===== src/rtl/muldiv_ctrl.sv =====
// HI/LO multiply/divide sequencer for the EX stage: issues ops to an external
// multiplier and divider, stalls EX while they run, and owns HI/LO.
// Optional annul support is compiled in when MULDIV_ANNUL_EN is defined.
module muldiv_ctrl #(
    parameter int unsigned MUL_LAT = 2
) (
    input  logic        clk,
    input  logic        resetn,
    input  logic        req_valid,
    input  logic [2:0]  req_op,
    input  logic [31:0] src1,
    input  logic [31:0] src2,
    input  logic        hold_i,
    input  logic        annul_i,
    output logic        stallreq,
    output logic        busy,
    output logic        mul_signed,
    output logic [31:0] mul_ina,
    output logic [31:0] mul_inb,
    input  logic [63:0] mul_result,
    output logic        div_start,
    output logic        div_signed,
    output logic        div_annul,
    output logic [31:0] div_op1,
    output logic [31:0] div_op2,
    input  logic        div_ready,
    input  logic [63:0] div_result,
    output logic [31:0] hi_o,
    output logic [31:0] lo_o
);

    typedef enum logic [1:0] {
        IDLE = 2'd0,
        MUL  = 2'd1,
        DIV  = 2'd2,
        DONE = 2'd3
    } state_t;

    localparam logic [2:0] OP_MULT  = 3'b000;
    localparam logic [2:0] OP_MULTU = 3'b001;
    localparam logic [2:0] OP_DIV   = 3'b010;
    localparam logic [2:0] OP_DIVU  = 3'b011;
    localparam logic [2:0] OP_MTHI  = 3'b100;
    localparam logic [2:0] OP_MTLO  = 3'b101;

    localparam logic [3:0] LAT = 4'(MUL_LAT);

    state_t      state;
    state_t      state_nx;
    logic [3:0]  cnt;
    logic [3:0]  cnt_nx;
    logic [31:0] mul_a;
    logic [31:0] mul_b;
    logic        mul_sgn;
    logic [31:0] div_a;
    logic [31:0] div_b;
    logic        div_sgn;
    logic [31:0] hi;
    logic [31:0] lo;
    logic [31:0] hi_nx;
    logic [31:0] lo_nx;
    logic        wr_hi;
    logic        wr_lo;
    logic        ld_mul;
    logic        ld_div;
    logic        stall_c;
    logic        start_c;
    logic        dannul_c;
    logic        annul;

`ifdef MULDIV_ANNUL_EN
    assign annul = annul_i;
`else
    logic unused_annul;
    assign unused_annul = annul_i;
    assign annul        = 1'b0;
`endif

    function automatic logic is_signed_op(input logic [2:0] op);
        return (op == OP_MULT) || (op == OP_DIV);
    endfunction

    always_ff @(posedge clk or negedge resetn) begin
        if (!resetn) begin
            state <= IDLE;
            cnt   <= '0;
        end else begin
            state <= state_nx;
            cnt   <= cnt_nx;
        end
    end

    always_comb begin
        state_nx = state;
        cnt_nx   = cnt;
        stall_c  = 1'b0;
        start_c  = 1'b0;
        dannul_c = 1'b0;
        ld_mul   = 1'b0;
        ld_div   = 1'b0;
        wr_hi    = 1'b0;
        wr_lo    = 1'b0;
        hi_nx    = hi;
        lo_nx    = lo;
        case (state)
            IDLE: begin
                if (req_valid && !annul) begin
                    case (req_op)
                        OP_MULT, OP_MULTU: begin
                            stall_c  = 1'b1;
                            ld_mul   = 1'b1;
                            cnt_nx   = LAT;
                            state_nx = MUL;
                        end
                        OP_DIV, OP_DIVU: begin
                            stall_c = 1'b1;
                            // Divide by zero never touches the divider or HI/LO.
                            if (src2 != '0) begin
                                ld_div   = 1'b1;
                                state_nx = DIV;
                            end else begin
                                state_nx = DONE;
                            end
                        end
                        OP_MTHI: begin
                            if (!hold_i) begin
                                wr_hi = 1'b1;
                                hi_nx = src1;
                            end
                        end
                        OP_MTLO: begin
                            if (!hold_i) begin
                                wr_lo = 1'b1;
                                lo_nx = src1;
                            end
                        end
                        default: ;
                    endcase
                end
            end
            MUL: begin
                stall_c = 1'b1;
                if (annul) begin
                    cnt_nx   = '0;
                    state_nx = IDLE;
                end else if (cnt <= 4'd1) begin
                    cnt_nx   = '0;
                    wr_hi    = 1'b1;
                    wr_lo    = 1'b1;
                    hi_nx    = mul_result[63:32];
                    lo_nx    = mul_result[31:0];
                    state_nx = DONE;
                end else begin
                    cnt_nx = cnt - 4'd1;
                end
            end
            DIV: begin
                stall_c = 1'b1;
                if (annul) begin
                    dannul_c = 1'b1;
                    state_nx = IDLE;
                end else begin
                    start_c = 1'b1;
                    if (div_ready) begin
                        wr_hi    = 1'b1;
                        wr_lo    = 1'b1;
                        hi_nx    = div_result[63:32];
                        lo_nx    = div_result[31:0];
                        state_nx = DONE;
                    end
                end
            end
            DONE: begin
                // Parking here while held keeps the stalled EX op from re-issuing.
                if (annul || !hold_i) begin
                    state_nx = IDLE;
                end
            end
            default: state_nx = IDLE;
        endcase
    end

    always_ff @(posedge clk or negedge resetn) begin
        if (!resetn) begin
            mul_a   <= '0;
            mul_b   <= '0;
            mul_sgn <= 1'b0;
            div_a   <= '0;
            div_b   <= '0;
            div_sgn <= 1'b0;
        end else begin
            if (ld_mul) begin
                mul_a   <= src1;
                mul_b   <= src2;
                mul_sgn <= is_signed_op(req_op);
            end
            if (ld_div) begin
                div_a   <= src1;
                div_b   <= src2;
                div_sgn <= is_signed_op(req_op);
            end
        end
    end

    always_ff @(posedge clk or negedge resetn) begin
        if (!resetn) begin
            hi <= '0;
            lo <= '0;
        end else begin
            if (wr_hi) begin
                hi <= hi_nx;
            end
            if (wr_lo) begin
                lo <= lo_nx;
            end
        end
    end

    // The request-cycle stall is combinational from inputs, so mask it in reset.
    assign stallreq   = stall_c & resetn;
    assign busy       = (state != IDLE);
    assign div_start  = start_c;
    assign div_annul  = dannul_c;
    assign mul_ina    = mul_a;
    assign mul_inb    = mul_b;
    assign mul_signed = mul_sgn;
    assign div_op1    = div_a;
    assign div_op2    = div_b;
    assign div_signed = div_sgn;
    assign hi_o       = hi;
    assign lo_o       = lo;

endmodule


===== config.mk =====
export PLATFORM = sky130hd
export DESIGN_NAME = muldiv_ctrl
export DESIGN_NICKNAME = d
export VERILOG_FILES = /design/src/rtl/muldiv_ctrl.sv
export SDC_FILE = /design/constraint.sdc
export NUM_CORES = 1
export LEC_CHECK = 0
export BUFFER_PORTS_ARGS = -buffer_cell sky130_fd_sc_hd__clkbuf_2
export CORE_AREA = 2 2 154 156
export CTS_CLUSTER_SIZE = 30
export DETAILED_ROUTE_END_ITERATION = 10
export DIE_AREA = 0 0 156 158
export PLACE_DENSITY = 0.69
export SETUP_SLACK_MARGIN = 0.4
export SLEW_MARGIN = 0
export SYNTH_ARGS = -nofsm -noshare
export SYNTH_HDL_FRONTEND = slang
export SYNTH_SLANG_ARGS = --single-unit

===== constraint.sdc =====
create_clock -name clk -period 2.82 [get_ports clk]
set_input_delay 0.423 -clock clk [delete_from_list [all_inputs] [get_ports clk]]
set_output_delay 0.423 -clock clk [all_outputs]
set_load 0.02 [all_outputs]

## After elaboration in Yosys (flattened, before gate mapping)

Cells that the tools add are included.

- Register bits: 200
- Input bits: 201
- Logic and storage cells: 87

- Add/sub/neg operators: 1
- Magnitude comparators: 1
- Eq/ne operators: 17
- Mux-type cells: 42
- Bitwise gates (word level): 1
- Reductions and logical operators: 15

Operators by type and width:

| kind | number |
|---|---|
| $mux 32 | 9 |
| $pmux 32 s3 | 2 |
| $reduce_bool 32->1 | 1 |
| $mux 1 | 18 |
| $reduce_and 7->1 | 2 |
| $mux 4 | 3 |
| $ne 2x2->1 const B | 5 |
| $mux 2 | 4 |
| $pmux 2 s4 | 1 |
| $pmux 4 s2 | 1 |
| $eq 3x2->1 const B | 2 |
| $eq 3x3->1 const B | 2 |
| $ne 2x1->1 const B | 3 |
| $pmux 1 s3 | 2 |
| $reduce_or 2->1 | 3 |
| $reduce_and 5->1 | 1 |
| $eq 2x2->1 const B | 2 |
| $le 4x1->1 const B | 1 |
| $pmux 2 s2 | 1 |
| $reduce_bool 2->1 | 2 |
| $reduce_or 4->1 | 1 |
| $sub 4x1->4 const B | 1 |
| $eq 3x1->1 const B | 1 |
| $logic_not 3->1 | 1 |
| 8 further kinds | 8 |

## Longest topological paths before layout

- Word-level depth: 6
- Mapped depth: 8
- Depth with buffers taken out: 7

## Worst setup path before layout

Ideal clock, no wire load.

- Path kind: reg2out
- Start point: reg state[0]
- End point: out stallreq
- Data arrival time: 1.825 ns
- Required time: 2.397 ns
- Slack: 0.572 ns
- Stages on the path, launching flop included: 7
- Buffers on the path: 2
- Cell sequence: dfrtp_1 -> inv_1 -> ha_1 -> clkbuf_1 -> clkbuf_1 -> nor2_1 -> nor3b_1

- Cells in the longest elaborated chain, start to end: 4
- Elaborated cells between the ends (all ways): 6
- Those cells by class: 2 x eq/ne; 1 x mux; 1 x bitwise; 2 x reduce/logical

Ends and longest elaborated chain:

| what | RTL line | text |
|---|---|---|
| start: declaration | 48 | `state_t state;` |
| start signal: assignment | 88 | `state <= state_nx;` |
| $eq 2x2->1 or $eq 2x1->1 (tied branches) | 105 | `case (state)` |
| $reduce_or 2->1 (no source line) | -- |  |
| $pmux 1 s2 (*) | 105 |  |
| $and 1x1->1 (*) | 220 | `assign stallreq = stall_c & resetn;` |
| end: declaration | 15 | `output logic stallreq,` |

Every way passes the cells marked *; elsewhere a longest branch is shown, timed or not.

## Worst setup path in the final report

- Start point: reg state[1]
- End point: reg hi[19] (netlist: hi_o[19])

- Cells in the longest elaborated chain, start to end: 3
- Elaborated cells between the ends (all ways): 12
- Those cells by class: 7 x eq/ne; 2 x mux; 3 x reduce/logical

Ends and longest elaborated chain:

| what | RTL line | text |
|---|---|---|
| $eq 2x2->1 (tied with other cells) | 105 |  |
| $pmux 1 s3 (tied with other cells) | 105 |  |
| $reduce_and 7->1 (no source line) | -- |  |
| end signal: assignment | 211 | `hi <= hi_nx;` |
| end: declaration | 58 | `logic [31:0] hi;` |

Parallel ways exist; a longest one is shown, timed or not.
A chain may end at the register's enable or synchronous reset.

==> results_dict.tcl <==
set metrics [dict create \
    status "finished, final reports clean" \
    cts_tree "done" \
    synth_nets 881 \
    worstPathCellList "inv_1 > ha_4 > nor2b_1 > a2111oi_2 > o211a_1 > o21ai_4 > buf_4 > mux2_4" \
    use_met3 0.04818 \
    ys_seq_area_frac 0.5504 \
    die_x_um 156 \
    placed_cell_area_um2 11440 \
    synth_area_leaders "dfrtp_1 55%, mux2_2 16%, mux2_4 9.9%" \
    gp_congestion 0.8049 \
    io_pins 399 \
    cp.arrival_ns 2.61 \
    hpwlAfterDp_mm 19.55 \
    ys_ff_latch 200 \
    synth_enable_flop_cells 0 \
    max_slew_margin 0.4902 \
    routedWlPerCell_um 19.16 \
    grt_pass1_vias 6837 \
    cts.clk_slew.worst_paths_ns 0.08 \
    cts_max_level 4 \
    grtUsageMet2 0.3500 \
    cpPeakStageDelay_ns 0.39 \
    cp_num_buf_inv 2 \
    drc 0 \
    ys_types 38 \
    tightest_slew_ns 0.7540 \
    drt-total-wl_mm 26.13 \
    ctsHoldBuffers 0 \
    required_ns 3.13 \
    cap_violations 0 \
    clk_latency_ns 0.43 \
    synth.avg_cell_area_um2 13.53 \
    drt-pass1-iter-count 4 \
    synth_top_area_cell "dfrtp_1" \
    leakage_uw 0.006098 \
    peakVddDrop_mv 0.6133 \
    path_class "reg -> reg" \
    ys_warn_count 0 \
    grt_busiest_layer "met2" \
    cp_top_family "compound AO/OA/AOI/OAI gates" \
    grt_remaining_overflow 0 \
    slowest_stage "dfrtp_1" \
    numCtsBuffers 17 \
    yosys-top-cells-count "200 x dfrtp_1, 133 x mux2_2, 68 x a21oi_1, 64 x a22oi_1, 60 x mux2_4" \
    drt_iter0_markers 326 \
    syn_inst 672 \
    start_util 0.3944 \
    antenna_found_initial 0 \
    finClkSkew_ns 0.01333 \
    cts_buffer_depth 2 \
    die_height_um 158 \
    path_max_fanout 16 \
    nets 1270 \
    period_share 0.8178 \
    drive_above_1_share 0.6080 \
    fmax_mhz 433.6 \
    die_area_um2 24650 \
    synth_top_cell_area_share 0.5504 \
    grt_util_met1 0.2587 \
    yosysMostFrequentCell "dfrtp_1" \
    grt_pass1_wl_mm 38.59 \
    diodes 0 \
    final_cells 1364 \
    vias_per_cell 5.137 \
    finalSetupTns_ns 0 \
    hold_violations 0 \
    setup_viol 0 \
    core_um2 23050 \
    finalPower_uw 16210 \
    min_period_ns 2.306 \
    syn_to_final_growth_pct 33.08 \
    grtUsageTotal 0.2046 \
    port_buffers 396 \
    worst_slack_ns 0.5139 \
    netlist_area_um2 9092 \
    power_density_nw_per_um2 1339 \
    ys_async_sr_fraction 1.000 \
    endpoint_kind "flip-flop" \
    min_path_type "in -> async" \
    ant_nets 0 \
    rows 56 \
    grt_start_max_net_pins 144 \
    dp_slack_ns 0.3031 \
    start_kind "flip-flop" \
    dp.cells 1327 \
    synth_flop_cell "dfrtp_1" \
    grt_setup_unrepaired "no" \
    fin_area_um2 12100 \
    slew_viol_final 0 \
    root_buffer "clkbuf_16" \
    vias 7007 \
    numClockSinks 200 \
]
==> timing repair <==
item,4_1_cts,5_1_grt
buffers inserted,0,5
endpoints found under the setup margin,49,50
hold endpoints to repair,0,0
resized for setup,2,2
==> path summary, 6_finish.rpt <==
| kind | start | slack [ns] | cells after the start | to |
|---|---|---|---|---|
| max | state[1] | 0.51 | 8 | hi_o[19] |
| max reg2reg | state[1] | 0.51 | 8 | hi_o[19] |
| max in group asynchronous | resetn | 2.09 | 2 | lo_o[29] |
| min reg2reg | div_signed | 0.50 | 2 | div_signed |
| min | resetn | 0.20 | 2 | lo_o[31] |
| min in group clk | src1[24] | 0.25 | 2 | div_op1[24] |
==> kinds of logic (layout without fill, tap and decap cells) <==
group                    after synthesis  count (layout)  share of synthesized area
AND/OR/NAND/NOR                       69              69                    0.03784
AO/OA/AOI/OAI                        148             148                     0.1054
multiplexers                         194             194                     0.2649
buffers and inverters                 52             454                    0.03000
adder cells (fa/ha/maj)                8               8                    0.01101
flip-flops                           200             200                     0.5504
other                                  1               1                  0.0004124
==> where the power goes <==
part	total (µW)	leakage [µW]	switching [µW]	internal, µW
Sequential	5110	0.00241	799	4320
Combinational	8620	0.00340	4970	3660
Clock	2470	0.000291	1260	1210
==> placed cells by master, fill, tap and decap left out, drive strengths merged, types with 2 or more instances in the layout <==
cell    count
a21oi      68
a22oi      64
buf        20
clkbuf    413
clkinv      8
dfrtp     200
ha          8
inv        12
mux2      193
nand2       8
nand4       2
nor2       38
nor2b       4
nor3b       2
nor4        8
nor4b       2
o211ai      2
o21ai       7
==> routing by layer <==
layer  routed length [µm]  up-vias
met3                 1566       24
met5                    0        -
met4                  377        0
met2                13060      231
li1                     -     3253
met1                11120     3499
==> sequential cells by signal, indices dropped and copies added (netlist names) <==
name / count
mul_signed: 1
mul_inb: 32
div_op2: 32
cnt: 4
div_op1: 32
lo_o: 32
hi_o: 32
mul_ina: 32
state: 2
div_signed: 1
==> through the flow <==
stage / hold slack [ns] / util
floorplan: 0.1274 / -
global placement: 0.4737 / 0.4964
detailed placement: 0.4922 / 0.4964
CTS: 0.2287 / 0.5231
global route: 0.2300 / 0.5249
finish: 0.1958 / 0.5249
==> cell type report <==
cell class                 count  area, µm²
clock inverter                15      178.9
inverter                       6      22.52
multi-input combinational    420       3874
fill                        2044      10950
tap                          290      362.8
sequential                   200       5005
clock buffer                  17      425.4
timing repair buffer         416       2232
Power figures use the tool's default switching activity.
